==> config.mk <==
export PLATFORM = sky130hd
export DESIGN_NAME = isqrt_seq
export DESIGN_NICKNAME = d
export VERILOG_FILES = /design/src/rtl/isqrt_seq.sv
export SDC_FILE = /design/constraint.sdc
export NUM_CORES = 1
export LEC_CHECK = 0
export CAP_MARGIN = 25
export CELL_PAD_IN_SITES_DETAIL_PLACEMENT = 0
export CELL_PAD_IN_SITES_GLOBAL_PLACEMENT = 1
export CORE_ASPECT_RATIO = 1.75
export CORE_MARGIN = 4
export CORE_UTILIZATION = 42
export DETAILED_ROUTE_END_ITERATION = 7
export PLACE_DENSITY = 0.85
export SETUP_SLACK_MARGIN = 0.02
export SLEW_MARGIN = 5
export SYNTH_ARGS = -nofsm -noshare
export SYNTH_HDL_FRONTEND = slang
export SYNTH_SLANG_ARGS = --single-unit
==> constraint.sdc <==
create_clock -name clk -period 3 [get_ports clk]
set_input_delay 0.45 -clock clk [delete_from_list [all_inputs] [get_ports clk]]
set_output_delay 0.45 -clock clk [all_outputs]
set_load 0.05 [all_outputs]
==> src/rtl/isqrt_seq.sv <==
// isqrt_seq: sequential integer square root, one result bit per clock.
// Restoring digit recurrence, MSB first. The result is ready WIDTH/2 clocks
// after the operand is accepted. A new operand can be accepted in the cycle
// that presents the result.
// Optional build macro ISQRT_ROUND_EN: when defined, dout is rounded to the
// nearest integer instead of truncated. It saturates at the all-ones root.
// rem always reports din - floor(sqrt(din))^2.
module isqrt_seq #(
    parameter int WIDTH = 32
) (
    input  logic                     clk,
    input  logic                     rst,
    input  logic                     din_rdy,
    input  logic [WIDTH-1:0]         din,
    output logic                     busy,
    output logic [WIDTH/32'sd2-1:0]  dout,
    output logic [WIDTH/32'sd2:0]    rem,
    output logic                     dout_rdy
);

    localparam int HALF = WIDTH / 32'sd2;
    localparam int PW   = HALF + 32'sd2;
    localparam int CW   = $clog2(HALF) + 32'sd1;

    localparam logic [CW-1:0]   LAST_CNT = CW'(HALF - 32'sd1);
    localparam logic [CW-1:0]   CNT_ONE  = {{(CW-1){1'b0}}, 1'b1};
    localparam logic [HALF-1:0] ROOT_ONE = {{(HALF-1){1'b0}}, 1'b1};
    localparam logic [HALF-1:0] ROOT_MAX = {HALF{1'b1}};

    // Reject odd or too-narrow operand widths at elaboration
    generate
        if (((WIDTH % 32'sd2) != 32'sd0) || (WIDTH < 32'sd4)) begin : g_bad_width
            $error("isqrt_seq: WIDTH must be even and >= 4");
        end
    endgenerate

    typedef enum logic [1:0] {
        IDLE = 2'd0,
        ITER = 2'd1,
        DONE = 2'd2
    } state_t;

    state_t            state_r;
    state_t            state_s;
    logic              accept_s;
    logic              last_s;

    logic [WIDTH-1:0]  opnd_r;
    logic [HALF-1:0]   root_r;
    logic [PW-1:0]     prem_r;
    logic [CW-1:0]     cnt_r;
    logic [HALF-1:0]   dout_r;
    logic [HALF:0]     rem_r;
    logic              busy_r;
    logic              dout_rdy_r;

    logic [PW-1:0]     r2_s;
    logic [PW-1:0]     trial_s;
    logic [PW-1:0]     prem_nxt_s;
    logic [HALF-1:0]   root_nxt_s;
    logic [HALF-1:0]   dout_fin_s;

    // State register; reset aborts any operation in flight
    always_ff @(posedge clk or negedge rst) begin
        if (!rst) begin
            state_r <= IDLE;
        end else begin
            state_r <= state_s;
        end
    end

    // Next-state logic: accept in IDLE or DONE, finish after WIDTH/2 iterations
    always_comb begin
        state_s  = state_r;
        accept_s = 1'b0;
        last_s   = 1'b0;
        case (state_r)
            IDLE: begin
                if (din_rdy) begin
                    state_s  = ITER;
                    accept_s = 1'b1;
                end else begin
                    state_s  = IDLE;
                end
            end
            ITER: begin
                if (cnt_r == LAST_CNT) begin
                    state_s = DONE;
                    last_s  = 1'b1;
                end else begin
                    state_s = ITER;
                end
            end
            DONE: begin
                if (din_rdy) begin
                    state_s  = ITER;
                    accept_s = 1'b1;
                end else begin
                    state_s  = IDLE;
                end
            end
            default: begin
                state_s = IDLE;
            end
        endcase
    end

    // One restoring recurrence step: bring down two operand bits, try to subtract
    always_comb begin
        r2_s    = (prem_r << 2) | {{HALF{1'b0}}, opnd_r[WIDTH-1 -: 2]};
        trial_s = {root_r, 2'b01};
        if (r2_s >= trial_s) begin
            prem_nxt_s = r2_s - trial_s;
            root_nxt_s = {root_r[HALF-2:0], 1'b1};
        end else begin
            prem_nxt_s = r2_s;
            root_nxt_s = {root_r[HALF-2:0], 1'b0};
        end
    end

`ifdef ISQRT_ROUND_EN
    // Round to nearest: sqrt >= root+0.5 exactly when remainder > root
    always_comb begin
        if ((prem_nxt_s > {2'b00, root_nxt_s}) && (root_nxt_s != ROOT_MAX)) begin
            dout_fin_s = root_nxt_s + ROOT_ONE;
        end else begin
            dout_fin_s = root_nxt_s;
        end
    end
`else
    // Truncated root is the recurrence result as-is
    always_comb begin
        dout_fin_s = root_nxt_s;
    end
`endif

    // Datapath and output registers; results hold until the next completion
    always_ff @(posedge clk or negedge rst) begin
        if (!rst) begin
            opnd_r     <= '0;
            root_r     <= '0;
            prem_r     <= '0;
            cnt_r      <= '0;
            dout_r     <= '0;
            rem_r      <= '0;
            busy_r     <= 1'b0;
            dout_rdy_r <= 1'b0;
        end else begin
            busy_r     <= (state_s == ITER);
            dout_rdy_r <= last_s;
            if (accept_s) begin
                opnd_r <= din;
                root_r <= '0;
                prem_r <= '0;
                cnt_r  <= '0;
            end else if (state_r == ITER) begin
                opnd_r <= {opnd_r[WIDTH-3:0], 2'b00};
                root_r <= root_nxt_s;
                prem_r <= prem_nxt_s;
                cnt_r  <= cnt_r + CNT_ONE;
            end
            if (last_s) begin
                dout_r <= dout_fin_s;
                rem_r  <= prem_nxt_s[HALF:0];
            end
        end
    end

    assign busy     = busy_r;
    assign dout     = dout_r;
    assign rem      = rem_r;
    assign dout_rdy = dout_rdy_r;

endmodule

* After elaboration in Yosys (flattened, before gate mapping) *
Index checks and enable logic that the tools add are counted.

operators by class
  $add $sub $neg = 2
  multiply operators = 0
  div/mod/pow operators = 0
  order comparisons = 1
  equal/unequal tests = 4
  shift-type cells = 0
  muxes and demuxes = 17
  bitwise logic cells = 1
  reductions and logical operators = 3

operators with widths
  cell                   count
  $mux W16               4
  $mux W32               2
  $ge A18 B18 Y1         1
  $or A18 B2 Y18         1
  $mux W17               1
  $sub A17 B17 Y17       1
  $mux W5                2
  $mux W1                6
  $add A5 B1 Y5 const B  1
  $eq A5 B4 Y1 const B   1
  $eq A2 B1 Y1 const B   2
  $pmux W2 S2            1
  $eq A2 B2 Y1 const B   1
  $logic_not A2 Y1       1
  $mux W2                1
  $reduce_bool A2 Y1     1
  $reduce_or A2 Y1       1

word-level totals
  register bits after elaboration = 106
  latch bits = 0
  RAM bits = 0
  ROM bits = 0
  output and inout port bits = 35
  logic and storage cells = 37
  memories = 0

* Depth between registers and ports, before layout *
  word-level depth = 5
  mapped depth = 11
  gate-level depth less buffers = 9

* Least setup slack after synthesis *
No wires, ideal clock.

  kind = register to register
  start = register prem_r[9]
  end = register rem_r[14] (netlist: rem[14])
  library setup time = 0.132 ns
  arrival time = 2.117 ns
  path slack = 0.752 ns
  stages on the path, launching flop included = 11
  buffers on the path = 2
  clock period less this slack = 2.248 ns
  cells stage by stage = dfrtp_1 > ha_1 > buf_6 > a21oi_4 > o21ai_2 > a211o_1 > a211o_4 > nand2_8 > buf_12 > mux2i_1 > o21ai_1

on the way
  longest elaborated chain between the ends = 3
  elaborated cells between the ends (all ways) = 4
  those cells by class = 1 x add/sub; 1 x order compare; 1 x mux; 1 x bitwise

ends and longest elaborated chain
  item                                                line      source
  start, declared                                     50        logic [PW-1:0] prem_r;
  start signal, assigned                              159       prem_r <= prem_nxt_s;
  $or A18 B2 Y18 *                                    110       r2_s = (prem_r << 2) | {{HALF{1'b0}}, opnd_r[WIDTH-1 -: 2]};
  $sub A17 B17 Y17 or $ge A18 B18 Y1 (tied branches)  113, 112
  $mux W17 *                                          112       if (r2_s >= trial_s) begin
  end signal, assigned                                164       rem_r <= prem_nxt_s[HALF:0];
  end, declared                                       53        logic [HALF:0] rem_r;

Every way passes the cells marked *; elsewhere a longest branch is shown, timed or not.
A chain may end at the register's enable or synchronous reset.

* Worst setup path in the final report *
  start = register root_r[9]
  end = register rem_r[1] (netlist: rem[1])

on the way
  longest elaborated chain between the ends = 2

ends and longest elaborated chain
  item                    line  source
  start, declared         49    logic [HALF-1:0] root_r;
  start signal, assigned  158   root_r <= root_nxt_s;
  $ge A18 B18 Y1          112
  $mux W17                112

No other way between the ends.

==> run_results.csv <==
group,metric,value,unit
outcome,status,"complete, no violations",
finish,final_nets,653,
worst_setup_path,cp_top_family,"compound AO/OA/AOI/OAI gates",
cts,ctsResizeCount,0,
cts,clk_pin_slew_worst_paths,0.07,ns
worst_setup_path,path_cells,"inv_1 -> ha_1 -> a21oi_4 -> o21ai_2 -> a211o_1 -> a211o_4 -> nand2_8 -> mux2i_1 -> mux2_2",
grt,grt_max_degree,72,
finish,final_layout_size_suffix_gt1_frac,0.0597,
timing,setup_viol,0,
timing,setup_tns,0,ns
timing,min_period,2.55,ns
cts,cts_made_buffers,9,
routing,via_per_inst,5.23,
floorplanning,rows,53,
finish,syn_to_final_growth,22.1,%
cts,insertion_delay,0.34,ns
routing,wire_per_inst,16.3,um
floorplanning,die_h,155,um
floorplanning,design.core.area,12100,um2
timing,hold_viol,0,
synthesis,synthCells,544,
cts,cts.path.max_buffers,2,
grt,antenna_found_initial,0,
worst_setup_path,worstPathMaxFanout,19,
synthesis,avgSynthCellArea,9.51,um2
worst_setup_path,end_kind,"register",
synthesis,syn_nets,599,
timing,max_slew_margin,0.493,
grt,grt_pass1_wl,20200,um
worst_setup_path,crit_path_top_delay_cell,"dfrtp_1",
finish,final_cell_mix,"135 x nand2_1, 106 x dfrtp_1, 68 x clkdlybuf4s50_1",
placed_design,place_hpwl,9490,um
grt,track_usage,0.180,
timing,finClkSkew,0.0102,ns
cts,cts_tree,"done",
routing,vias,4017,
synthesis,ys_warn_count,0,
cts,cts_hold_buffers,0,
worst_setup_path,path_class,"register to register",
floorplanning,die_area,14200,um2
worst_setup_path,max_stage_delay,0.38,ns
placed_design,place_congestion,0.901,
floorplanning,ios,70,
synthesis,synth-seq-cells,106,
timing,grt_setup_unrepaired,"false",
worst_setup_path,worst-path-buf-inv,1,
routing,drc,0,
floorplanning,initial_core_util,0.429,
cts,clock-sinks,106,
worst_setup_path,cp_data_required_time,3.28,ns
routing,drt_wl_total,12500,um
floorplanning,die_width,91.9,um
finish,final_common_cell,"nand2_1",
routing,drtPass1Iterations,4,
timing,period_share,0.851,
routing,initialDrtViolationCount,177,
synthesis,synth_cell_type_count,47,
grt,grt_pass1_vias,4051,
cts,cts_root_buf,"clkbuf_16",
grt,overflow,0,
placed_design,io_buffers,69,
cts,htreeDepth,3,
synthesis,synth_area,5170,um2
timing,fmax,392,MHz
worst_setup_path,setup.worst_path.start_class,"register",
synthesis,yosysSeqAreaShare,0.513,
finish,diodes,0,
timing,whs,0.0608,ns
flow_run,drv_cap,0,
timing,slew_violations,0,
routing,antenna_left,0,
worst_setup_path,critPathArrivalTime,2.83,ns
cts,post-cts-setup-buffer-count,0,
timing,tightest_slew,0.753,ns
min_path,hold_path_class,"input port to async pin",
flip-flops by register name (all words and copies together), names as in the netlist:
name      flops
busy          1
cnt_r         5
dout         16
dout_rdy      1
opnd_r       32
prem_r       16
rem          17
root_r       16
state_r       2
final timing paths:
| path | start | endpoint | slack, ns | depth (start not counted) |
|---|---|---|---|---|
| max reg2reg | root_r[9]$_DFFE_PN0P_ | rem[1]$_DFFE_PN0P_ | 0.45 | 9 |
| min reg2reg | rem[3]$_DFFE_PN0P_ | rem[3]$_DFFE_PN0P_ | 0.48 | 2 |
| min | rst | rem[10]$_DFFE_PN0P_ | 0.06 | 1 |
| min in group clk | rem[3]$_DFFE_PN0P_ | rem[3]$_DFFE_PN0P_ | 0.48 | 2 |
| max | root_r[9]$_DFFE_PN0P_ | rem[1]$_DFFE_PN0P_ | 0.45 | 9 |
| max in group asynchronous | rst | cnt_r[4]$_DFFE_PN0P_ | 2.20 | 2 |
stage by stage:
stage | instances | area (um2) | setup slack, ns | utilization
6_report | 768 | 6310 | 0.447 | 0.523
2_1_floorplan | 544 | 5170 | 0.752 | -
3_5_place_dp | 752 | 6010 | 0.450 | 0.498
4_1_cts | 768 | 6310 | 0.444 | 0.523
5_1_grt | 768 | 6310 | 0.277 | 0.523
3_3_place_gp | 751 | 5980 | 0.437 | 0.496
final cells by class:
class	count	area [um2]
fillers	1155	5760
flip-flops and latches	106	2650
multi-input cells	383	2280
repair buffers	76	786
clock buffers	10	229
well taps	165	206
inverters	22	82.6
clock inverters	6	72.6
kinds of logic (layout without fill, tap and decap cells):
kind of cell	count (synthesis)	after routing	synth area share
and+or+nand+nor	182	182	0.148
xor gates and xnor gates	14	14	0.0237
AOI/OAI and AO/OA	149	149	0.183
adders and majority gates	20	20	0.0484
muxes	18	18	0.0351
buffers and inverters	55	114	0.0484
DFF	106	106	0.513
synth_stat cells, drive strengths merged:
cell	number	share of area
nand2	137	0.10
dfrtp	106	0.51
o21ai	75	0.073
a22oi	28	0.041
clkbuf	22	0.016
inv	22	0.016
ha	20	0.048
mux2i	17	0.033
a21oi	16	0.019
nor2	15	0.011
buf	11	0.016
xnor2	9	0.015
nor3	8	0.0077
nand2b	6	0.0073
xor2	5	0.0085
a211oi	4	0.0058
a21o	4	0.0058
a22o	4	0.0068
and3	4	0.0048
nand3	4	0.0039
nand4	3	0.0048
nor2b	3	0.0036
o31ai	3	0.0053
a211o	2	0.0051
a221o	2	0.0039
a31oi	2	0.0024
o211ai	2	0.0029
o21a	2	0.0029
a311o	1	0.0019
mux2	1	0.0022
nor3b	1	0.0015
o2111a	1	0.0022
o2111ai	1	0.0017
o211a	1	0.0019
o311ai	1	0.0017
or2	1	0.0012
routing by layer:
| metal | share of wire | global-route usage | up-vias | routed length [um] |
|---|---|---|---|---|
| met5 | 0 | 0 | - | 0 |
| met4 | 0.035 | 0.0822 | 0 | 440 |
| met3 | 0.025 | 0.0243 | 22 | 316 |
| met2 | 0.56 | 0.340 | 72 | 7040 |
| met1 | 0.38 | 0.196 | 1942 | 4710 |
| li1 | - | - | 1981 | - |
Power is left out: the tool's default activity adds up to more than one toggle a clock period on the data nets, which glitch-free logic cannot reach.
